## src/rtl/stage5_pkg.sv

```systemverilog
// Shared constants and types for the stage-5 field extractor: type codes,
// the default fill value and the FIFO entry layout at the default field width.
package stage5_pkg;

  localparam int unsigned MUX_A = 1;
  localparam int unsigned MUX_D = 2;
  localparam int unsigned MUX_K = 3;

  localparam int unsigned FIELD_W_DEF = 32;
  localparam logic [FIELD_W_DEF-1:0] DEFAULT_INFO = '0;

  typedef struct packed {
    logic                   hit;
    logic [FIELD_W_DEF-1:0] field;
  } field_entry_t;

endpackage

```

## src/rtl/stage5_field_extract_if.sv

```systemverilog
// Bundles the per-channel input/output handshakes, data buses and the
// global enable/clear controls of the stage-5 field extractor.
interface stage5_field_extract_if #(
  parameter int unsigned NUM_CH  = 3,
  parameter int unsigned MSG_W   = 512,
  parameter int unsigned FIELD_W = 32,
  parameter int unsigned CTRL_W  = 2,
  parameter int unsigned CNT_W   = 16
);
  logic                        message_en;
  logic                        cnt_clr;
  logic [NUM_CH-1:0]           in_valid;
  logic [NUM_CH-1:0]           in_ready;
  logic [NUM_CH*MSG_W-1:0]     message;
  logic [NUM_CH*CTRL_W-1:0]    mux_ctrl;
  logic [NUM_CH-1:0]           out_valid;
  logic [NUM_CH-1:0]           out_ready;
  logic [NUM_CH*FIELD_W-1:0]   field;
  logic [NUM_CH-1:0]           field_hit;
  logic [NUM_CH*CNT_W-1:0]     miss_cnt;

  modport master (
    output message_en, cnt_clr, in_valid, message, mux_ctrl, out_ready,
    input  in_ready, out_valid, field, field_hit, miss_cnt
  );

  modport slave (
    input  message_en, cnt_clr, in_valid, message, mux_ctrl, out_ready,
    output in_ready, out_valid, field, field_hit, miss_cnt
  );
endinterface

```

## src/rtl/stage5_field_extract_ch.sv

```systemverilog
// One extractor channel: type-dependent field slice, 2-entry output skid
// FIFO and a saturating counter of unknown-type messages.
module stage5_field_extract_ch #(
  parameter int unsigned       MSG_W        = 512,
  parameter int unsigned       FIELD_W      = 32,
  parameter int unsigned       CTRL_W       = 2,
  parameter int unsigned       A_LSB        = 64,
  parameter int unsigned       D_LSB        = 96,
  parameter int unsigned       K_LSB        = 128,
  parameter logic [FIELD_W-1:0] DEFAULT_INFO = '0,
  parameter int unsigned       CNT_W        = 16
) (
  input  logic               clk,
  input  logic               rst_n,
  input  logic               message_en,
  input  logic               cnt_clr,
  input  logic               in_valid,
  output logic               in_ready,
  input  logic [MSG_W-1:0]   message,
  input  logic [CTRL_W-1:0]  mux_ctrl,
  output logic               out_valid,
  input  logic               out_ready,
  output logic [FIELD_W-1:0] field,
  output logic               field_hit,
  output logic [CNT_W-1:0]   miss_cnt
);
  import stage5_pkg::*;

  typedef struct packed {
    logic               hit;
    logic [FIELD_W-1:0] field;
  } entry_t;

  localparam entry_t ResetEntry = '{hit: 1'b0, field: DEFAULT_INFO};

  entry_t             new_entry, head_q, head_d, tail_q, tail_d;
  logic [FIELD_W-1:0] sel_field;
  logic               known;
  logic [1:0]         count_q, count_d;
  logic               ready_q;
  logic [CNT_W-1:0]   miss_q, miss_d;
  logic               push, pop;

  // Only three slices of the message are ever read.
  logic unused_msg;
  assign unused_msg = ^message;

  always_comb begin
    sel_field = DEFAULT_INFO;
    known     = 1'b0;
    case (mux_ctrl)
      CTRL_W'(MUX_A): begin sel_field = message[A_LSB +: FIELD_W]; known = 1'b1; end
      CTRL_W'(MUX_D): begin sel_field = message[D_LSB +: FIELD_W]; known = 1'b1; end
      CTRL_W'(MUX_K): begin sel_field = message[K_LSB +: FIELD_W]; known = 1'b1; end
      default:        begin sel_field = DEFAULT_INFO;              known = 1'b0; end
    endcase
    new_entry.hit   = message_en & known;
    new_entry.field = new_entry.hit ? sel_field : DEFAULT_INFO;
  end

  // ready_q keeps in_ready low during reset and for no longer than one edge after.
  assign in_ready  = ready_q & (count_q != 2'd2);
  assign out_valid = (count_q != 2'd0);
  assign field     = head_q.field;
  assign field_hit = head_q.hit;
  assign miss_cnt  = miss_q;
  assign push      = in_valid & in_ready;
  assign pop       = out_valid & out_ready;

  always_comb begin
    count_d = count_q;
    head_d  = head_q;
    tail_d  = tail_q;
    case (count_q)
      2'd0: if (push) begin head_d = new_entry; count_d = 2'd1; end
      2'd1: begin
        if (push && pop) begin
          head_d = new_entry;
        end else if (push) begin
          tail_d  = new_entry;
          count_d = 2'd2;
        end else if (pop) begin
          count_d = 2'd0;
        end
      end
      2'd2: if (pop) begin head_d = tail_q; count_d = 2'd1; end
      default: count_d = 2'd0;
    endcase
  end

  always_comb begin
    miss_d = miss_q;
    if (cnt_clr) begin
      miss_d = '0;
    end else if (push && message_en && !known && (miss_q != '1)) begin
      miss_d = miss_q + CNT_W'(1);
    end
  end

  always_ff @(posedge clk or negedge rst_n) begin
    if (!rst_n) begin
      count_q <= 2'd0;
      ready_q <= 1'b0;
      head_q  <= ResetEntry;
      tail_q  <= ResetEntry;
      miss_q  <= '0;
    end else begin
      count_q <= count_d;
      ready_q <= 1'b1;
      head_q  <= head_d;
      tail_q  <= tail_d;
      miss_q  <= miss_d;
    end
  end

endmodule

```

## src/rtl/stage5_field_extract.sv

```systemverilog
// Stage-5 field extractor top: slices the channel buses from the interface
// and instantiates one independent extractor per channel.
module stage5_field_extract #(
  parameter int unsigned        NUM_CH       = 3,
  parameter int unsigned        MSG_W        = 512,
  parameter int unsigned        FIELD_W      = 32,
  parameter int unsigned        CTRL_W       = 2,
  parameter int unsigned        A_LSB        = 64,
  parameter int unsigned        D_LSB        = 96,
  parameter int unsigned        K_LSB        = 128,
  parameter logic [FIELD_W-1:0] DEFAULT_INFO = FIELD_W'(stage5_pkg::DEFAULT_INFO),
  parameter int unsigned        CNT_W        = 16
) (
  input logic                  clk,
  input logic                  rst_n,
  stage5_field_extract_if.slave bus
);
  import stage5_pkg::*;

  if (A_LSB + FIELD_W > MSG_W) begin : gen_err_a
    $error("A_LSB + FIELD_W exceeds MSG_W");
  end
  if (D_LSB + FIELD_W > MSG_W) begin : gen_err_d
    $error("D_LSB + FIELD_W exceeds MSG_W");
  end
  if (K_LSB + FIELD_W > MSG_W) begin : gen_err_k
    $error("K_LSB + FIELD_W exceeds MSG_W");
  end

  for (genvar c = 0; c < NUM_CH; c++) begin : gen_ch
    stage5_field_extract_ch #(
      .MSG_W        (MSG_W),
      .FIELD_W      (FIELD_W),
      .CTRL_W       (CTRL_W),
      .A_LSB        (A_LSB),
      .D_LSB        (D_LSB),
      .K_LSB        (K_LSB),
      .DEFAULT_INFO (DEFAULT_INFO),
      .CNT_W        (CNT_W)
    ) u_ch (
      .clk        (clk),
      .rst_n      (rst_n),
      .message_en (bus.message_en),
      .cnt_clr    (bus.cnt_clr),
      .in_valid   (bus.in_valid[c]),
      .in_ready   (bus.in_ready[c]),
      .message    (bus.message[c*MSG_W +: MSG_W]),
      .mux_ctrl   (bus.mux_ctrl[c*CTRL_W +: CTRL_W]),
      .out_valid  (bus.out_valid[c]),
      .out_ready  (bus.out_ready[c]),
      .field      (bus.field[c*FIELD_W +: FIELD_W]),
      .field_hit  (bus.field_hit[c]),
      .miss_cnt   (bus.miss_cnt[c*CNT_W +: CNT_W])
    );
  end

endmodule
```

## src/flat_wrapper.sv

```systemverilog
// flat-port wrapper written by rule: the top's interface ports become plain ports
module stage5_field_extract_flat import stage5_pkg::*;
#(
  parameter int unsigned        NUM_CH       = 3,
  parameter int unsigned        MSG_W        = 512,
  parameter int unsigned        FIELD_W      = 32,
  parameter int unsigned        CTRL_W       = 2,
  parameter int unsigned        A_LSB        = 64,
  parameter int unsigned        D_LSB        = 96,
  parameter int unsigned        K_LSB        = 128,
  parameter logic [FIELD_W-1:0] DEFAULT_INFO = FIELD_W'(stage5_pkg::DEFAULT_INFO),
  parameter int unsigned        CNT_W        = 16
)
  (clk, rst_n, bus_message_en, bus_cnt_clr, bus_in_valid, bus_message, bus_mux_ctrl, bus_out_ready, bus_in_ready, bus_out_valid, bus_field, bus_field_hit, bus_miss_cnt);
  stage5_field_extract_if #(.NUM_CH(NUM_CH), .MSG_W(MSG_W), .FIELD_W(FIELD_W), .CTRL_W(CTRL_W), .CNT_W(CNT_W)) bus_i ();
  input logic clk;
  input logic rst_n;
  input wire logic [$bits(bus_i.message_en)-1:0] bus_message_en;
  input wire logic [$bits(bus_i.cnt_clr)-1:0] bus_cnt_clr;
  input wire logic [$bits(bus_i.in_valid)-1:0] bus_in_valid;
  input wire logic [$bits(bus_i.message)-1:0] bus_message;
  input wire logic [$bits(bus_i.mux_ctrl)-1:0] bus_mux_ctrl;
  input wire logic [$bits(bus_i.out_ready)-1:0] bus_out_ready;
  output wire logic [$bits(bus_i.in_ready)-1:0] bus_in_ready;
  output wire logic [$bits(bus_i.out_valid)-1:0] bus_out_valid;
  output wire logic [$bits(bus_i.field)-1:0] bus_field;
  output wire logic [$bits(bus_i.field_hit)-1:0] bus_field_hit;
  output wire logic [$bits(bus_i.miss_cnt)-1:0] bus_miss_cnt;
  assign bus_i.message_en = bus_message_en;
  assign bus_i.cnt_clr = bus_cnt_clr;
  assign bus_i.in_valid = bus_in_valid;
  assign bus_i.message = bus_message;
  assign bus_i.mux_ctrl = bus_mux_ctrl;
  assign bus_i.out_ready = bus_out_ready;
  assign bus_in_ready = bus_i.in_ready;
  assign bus_out_valid = bus_i.out_valid;
  assign bus_field = bus_i.field;
  assign bus_field_hit = bus_i.field_hit;
  assign bus_miss_cnt = bus_i.miss_cnt;
  stage5_field_extract #(.NUM_CH(NUM_CH), .MSG_W(MSG_W), .FIELD_W(FIELD_W), .CTRL_W(CTRL_W), .A_LSB(A_LSB), .D_LSB(D_LSB), .K_LSB(K_LSB), .DEFAULT_INFO(DEFAULT_INFO), .CNT_W(CNT_W)) u_core (.clk(clk), .rst_n(rst_n), .bus(bus_i));
endmodule
```

## config.mk

```make
export PLATFORM = sky130hd
export DESIGN_NAME = stage5_field_extract_flat
export DESIGN_NICKNAME = d
export VERILOG_FILES = /design/src/rtl/stage5_pkg.sv /design/src/rtl/stage5_field_extract_if.sv /design/src/rtl/stage5_field_extract_ch.sv /design/src/rtl/stage5_field_extract.sv /design/src/flat_wrapper.sv
export SDC_FILE = /design/constraint.sdc
export NUM_CORES = 1
export LEC_CHECK = 0
export CAP_MARGIN = 25
export CORE_AREA = 4 4 667 669
export DETAILED_ROUTE_END_ITERATION = 7
export DIE_AREA = 0 0 671 673
export PLACE_DENSITY_LB_ADDON = 0.15
export SLEW_MARGIN = 5
export SYNTH_ARGS = -nofsm -noshare
export SYNTH_HDL_FRONTEND = slang
export SYNTH_SLANG_ARGS = --single-unit
```

## constraint.sdc

```tcl
create_clock -name clk -period 1.9 [get_ports clk]
set_input_delay 0.38 -clock clk [delete_from_list [all_inputs] [get_ports clk]]
set_output_delay 0.38 -clock clk [all_outputs]
set_load 0.01 [all_outputs]
```

# Word level (Yosys, flattened, before mapping)
# Cells that the tools add are included.
# word_totals
mem_bits_rw	0
wordCells	157
rom_bits	0
latch_bits	0
memories	0
register_bits	253
# classes
n_lt_le_gt_ge	0
addsub	3
multipliers	0
reduce_logical	39
n_bitwise	15
n_shift	0
n_eq_ne	36
div_mod_pow	0
muxes	45
# op_table
cell	count
$mux W33	9
$pmux W33 S3	3
$pmux W32 S3	3
$mux W16	6
$mux W32	3
$add A16 B1 Y16 const B	3
$ne A16 B16 Y1 const B	3
$mux W2	15
$ne A2 B2 Y1 const B	15
$reduce_and A4 Y1	6
$eq A2 B2 Y1 const B	9
$pmux W2 S3	3
$and A1 B1 Y1	12
$eq A2 B1 Y1 const B	6
$logic_and A1 B1 Y1	12
$reduce_bool A2 Y1	6
$ne A3 B3 Y1 const B	3
$reduce_and A3 Y1	3
$reduce_bool A3 Y1	3
$reduce_or A3 Y1	3
$logic_not A2 Y1	3
$logic_not A1 Y1	3
$mux W1	3
$not A1 Y1	3

# Depth between registers and ports, before layout
# depth
depth_word	8
ltp_mapped	9
depth_no_buf	6

# Modules after synthesis
# From an unflattened synthesis, not the netlist that was laid out.
# unflattened
hier_cells	1483
area_unflattened_um2	13685.6
# by_module_without_submodules
mod	instances	cells_each	area_per_inst_um2
stage5_field_extract_ch at u_core.gen_ch[1].u_ch ...	2	478	4516.8
stage5_field_extract_ch at u_core.gen_ch[0].u_ch	1	527	4652.0

# Least setup slack after synthesis
# OpenSTA, ideal clock, no wires.
# synth_timing
path_type	reg2reg
startpoint	register u_core.gen_ch[2].u_ch.miss_q[0]
endpoint	register u_core.gen_ch[2].u_ch.miss_q[12]
path_stages_with_launch	8
required_time_ps	1780
t_arrival_ps	1704
setup_slack_ps	76
cell_sequence	dfrtp_1 ha_1 and4_1 and4_4 buf_6 nor3_1 a21oi_1 a31o_2
# synth_between
elab_chain_cells	3
# synth_lines
element	line	text
from (decl)	stage5_field_extract_ch.sv:41	logic [CNT_W-1:0] miss_q, miss_d;
from (signal assigned)	stage5_field_extract_ch.sv:112	miss_q <= miss_d;
$add A16 B1 Y16 or $ne A16 B16 Y1 (tied branches)	stage5_field_extract_ch.sv:96, stage5_field_extract_ch.sv:95	
$mux W16 or $logic_and A1 B1 Y1 (tied branches)	stage5_field_extract_ch.sv:95	end else if (push && message_en && !known && (miss_q != '1)) begin
$mux W16 or $reduce_bool A2 Y1 (tied branches)	n/a	
# Parallel ways exist; a longest one is shown, timed or not. The select of a mux whose other input is x is not followed.
# A chain may end at the register's enable or synchronous reset.

==> reports/qor.yml <==
overflow: 0
vias: 13500
peakVddDrop_mv: 0.549
cap_violations: 0
muxShareOfSynthArea_pct: 13.2
yosysSeqAreaShare_pct: 45.0
final.period_utilization_pct: 107
synthFlopType: "dfrtp_1"
netlist.area_leader.share_pct: 45.0
clock_latency_ns: 0.67
min_path_type: "input pin to asynchronous set/reset pin"
routed_wl_mm: 109
synth_area_leader_cell: "dfrtp_1"
nets: 3619
crit_family: "buffers and inverters"
slowest_stage: "dfrtp_1"
synth_compound_area_share_pct: 15.6
maxSlewViolCount: 0
synth_area_leaders: "dfrtp_1 45%, mux2_2 13%, nand2_1 6.5%"
endpoint_kind: "output port"
clock-sinks: 253
layout_commonest_cell: "clkdlybuf4s50_1"
worstSetupPathType: "flip-flop to output port"
crit_required_ns: 1.52
grt_pass1_vias: 14400
violations: "setup timing"
status: "finished with violations"
area_growth_pct: 115
ys.warnings.count: 0
final_area_um2: 30200
syn_area_per_cell_um2: 9.80
io_buffer_count: 456
row_count: 243
fin_ws_ns: -0.129
synth_xor_area_share_pct: 2.49
ys_seq_elements: 253
drive_gt1_share_pct: 31.3
synthAdderAreaFrac_pct: 0.267
synth_edf_count: 0
antenna_found_initial: 47
final_cell_mix: "296 x clkdlybuf4s50_1, 242 x nand2_1, 239 x dfrtp_1"
hold_slack_ns: 0.194
fp.coreArea_um2: 438000
rsz0062_at_grt: "true"
finalSetupViolCount: 62
clk_pin_slew_ns: 0.06
wl_per_cell_um: 13.6
path_cells: "buf_12 -> buf_6 -> and2_4 -> buf_6"
cp.arrival_ns: 1.65
fp.dieH_um: 673
io_pins: 1705
netlist_instances: 1435
synth_top_family_by_area: "simple AND/OR/NAND/NOR gates"
power.density_nw_per_um2: 741
synthDistinctLibCells: 56
track_usage_pct: 4.64
grt_max_degree: 68
cp_common_cell: "buf_6"
ctsLongestPathBuffers: 3
fmax_mhz: 493
synthArstFlopShare_pct: 100
path_max_fanout: 3
cts_tree: "done"
max_slew_margin_pct: 51.6
synthSimpleGateAreaFrac_pct: 18.4
netlist_area_um2: 14100
drtAntennaViolNets: 0
drc_errors: 0
cts-root-buf: "clkbuf_16"
hold_violations: 0
grt_pass1_wl_mm: 140
fin_skew_ns: 0.0405
power_w: 0.0224
crit_buf_inv: 3
die_area_um2: 452000
die_width_um: 671
period_needed_ns: 2.03
start_util_pct: 3.21
htree_levels: 2
dr.pass1.iters: 4
p_leak_nw: 9.80
place.gp.congestion: 0.662
place_hpwl_mm: 85.0
tightest_slew_ns: 0.727
cts_buffers: 47
critPathMaxStageDelay_ns: 0.40
worstSetupStartpointType: "flip-flop"
synth_nets: 2990
via_per_inst: 1.69
dpl_cell_area_um2: 27600
dr.first_iter.drc_count: 490
synth_stat cells (40+ instances only):
cell type and count:
clkbuf_1 47, xnor2_1 40, a31oi_1 65, o21ai_0 40
dfrtp_1 253, nor2b_1 72, nor2_1 120, a22oi_1 64
buf_2 46, mux2_2 160, nand2_1 243
path summary, 6_finish.rpt:
check	startpoint	to	slack (ns)	cells past startpoint
max	u_core.gen_ch[0].u_ch.ready_q	bus_in_ready[1]	-0.13	4
min	rst_n	u_core.gen_ch[2].u_ch.tail_q[5]	0.19	2
max reg2reg	u_core.gen_ch[0].u_ch.ready_q	u_core.gen_ch[2].u_ch.field[26]	-0.11	10
min reg2reg	u_core.gen_ch[0].u_ch.tail_q[22]	u_core.gen_ch[0].u_ch.tail_q[22]	0.48	2
max in group asynchronous	rst_n	u_core.gen_ch[1].u_ch.miss_cnt[9]	0.96	3
min in group clk	bus_mux_ctrl[1]	u_core.gen_ch[0].u_ch.miss_cnt[2]	0.41	4
metal layers:
metal,vias to the layer above,track usage [%],wire length [µm]
li1,6369,-,-
met1,6687,5.61,46300
met2,309,7.98,54100
met3,103,1.32,6370
met4,16,1.23,2120
met5,-,0,91
kinds of logic after synthesis:
kind of cell | after synthesis
buf+inv | 136
simple gates | 529
flops | 253
fa+ha+maj | 3
xor+xnor | 40
other cells | 1
mux | 166
compound gates | 307
area by class of cell:
class                      count  area, µm²
antenna                        9       22.5
clock buffer                  64       1310
clock inverter                21        309
fill                       51300     408000
inverter                       9       33.8
multi-input combinational   1047       7510
sequential                   253       6350
tap                         5880       7360
timing repair buffer         706       7330
stage by stage:
| stage | instances | worst slack (ns) | utilization [%] | setup TNS, ns |
|---|---|---|---|---|
| floorplan | 1435 | 0.0759 | - | 0 |
| global placement | 7849 | -0.727 | 6.30 | -80.89 |
| detailed placement | 7849 | -0.781 | 6.30 | -80.87 |
| CTS | 7963 | -0.296 | 6.77 | -16.84 |
| global route | 7981 | -0.267 | 6.89 | -14.20 |
| finish | 7989 | -0.129 | 6.90 | -2.72 |
report_power, final:
| part | switching, W | internal [W] |
|---|---|---|
| logic | 0.00295 | 0.00295 |
| registers | 0.000647 | 0.00654 |
| clock network | 0.00364 | 0.00566 |
| total | 0.00724 | 0.0152 |
flip-flops by register name, indices dropped and copies added, names as in the netlist:
signal,cells
u_core.gen_ch.u_ch.ready_q,1
u_core.gen_ch.u_ch.count_q,6
u_core.gen_ch.u_ch.miss_cnt,48
u_core.gen_ch.u_ch.field_hit,3
u_core.gen_ch.u_ch.tail_q,99
u_core.gen_ch.u_ch.field,96
repair_timing:
item | in CTS | in global routing
endpoints found under the hold margin | 115 | 0
gates resized for setup | 397 | 54
hold buffers | 3 | 0
pin swaps | 30 | 21
cloned | 4 | 9
buffers inserted | 24 | 10
endpoints found under the setup margin | 192 | 127
Power figures use the tool's default switching activity.
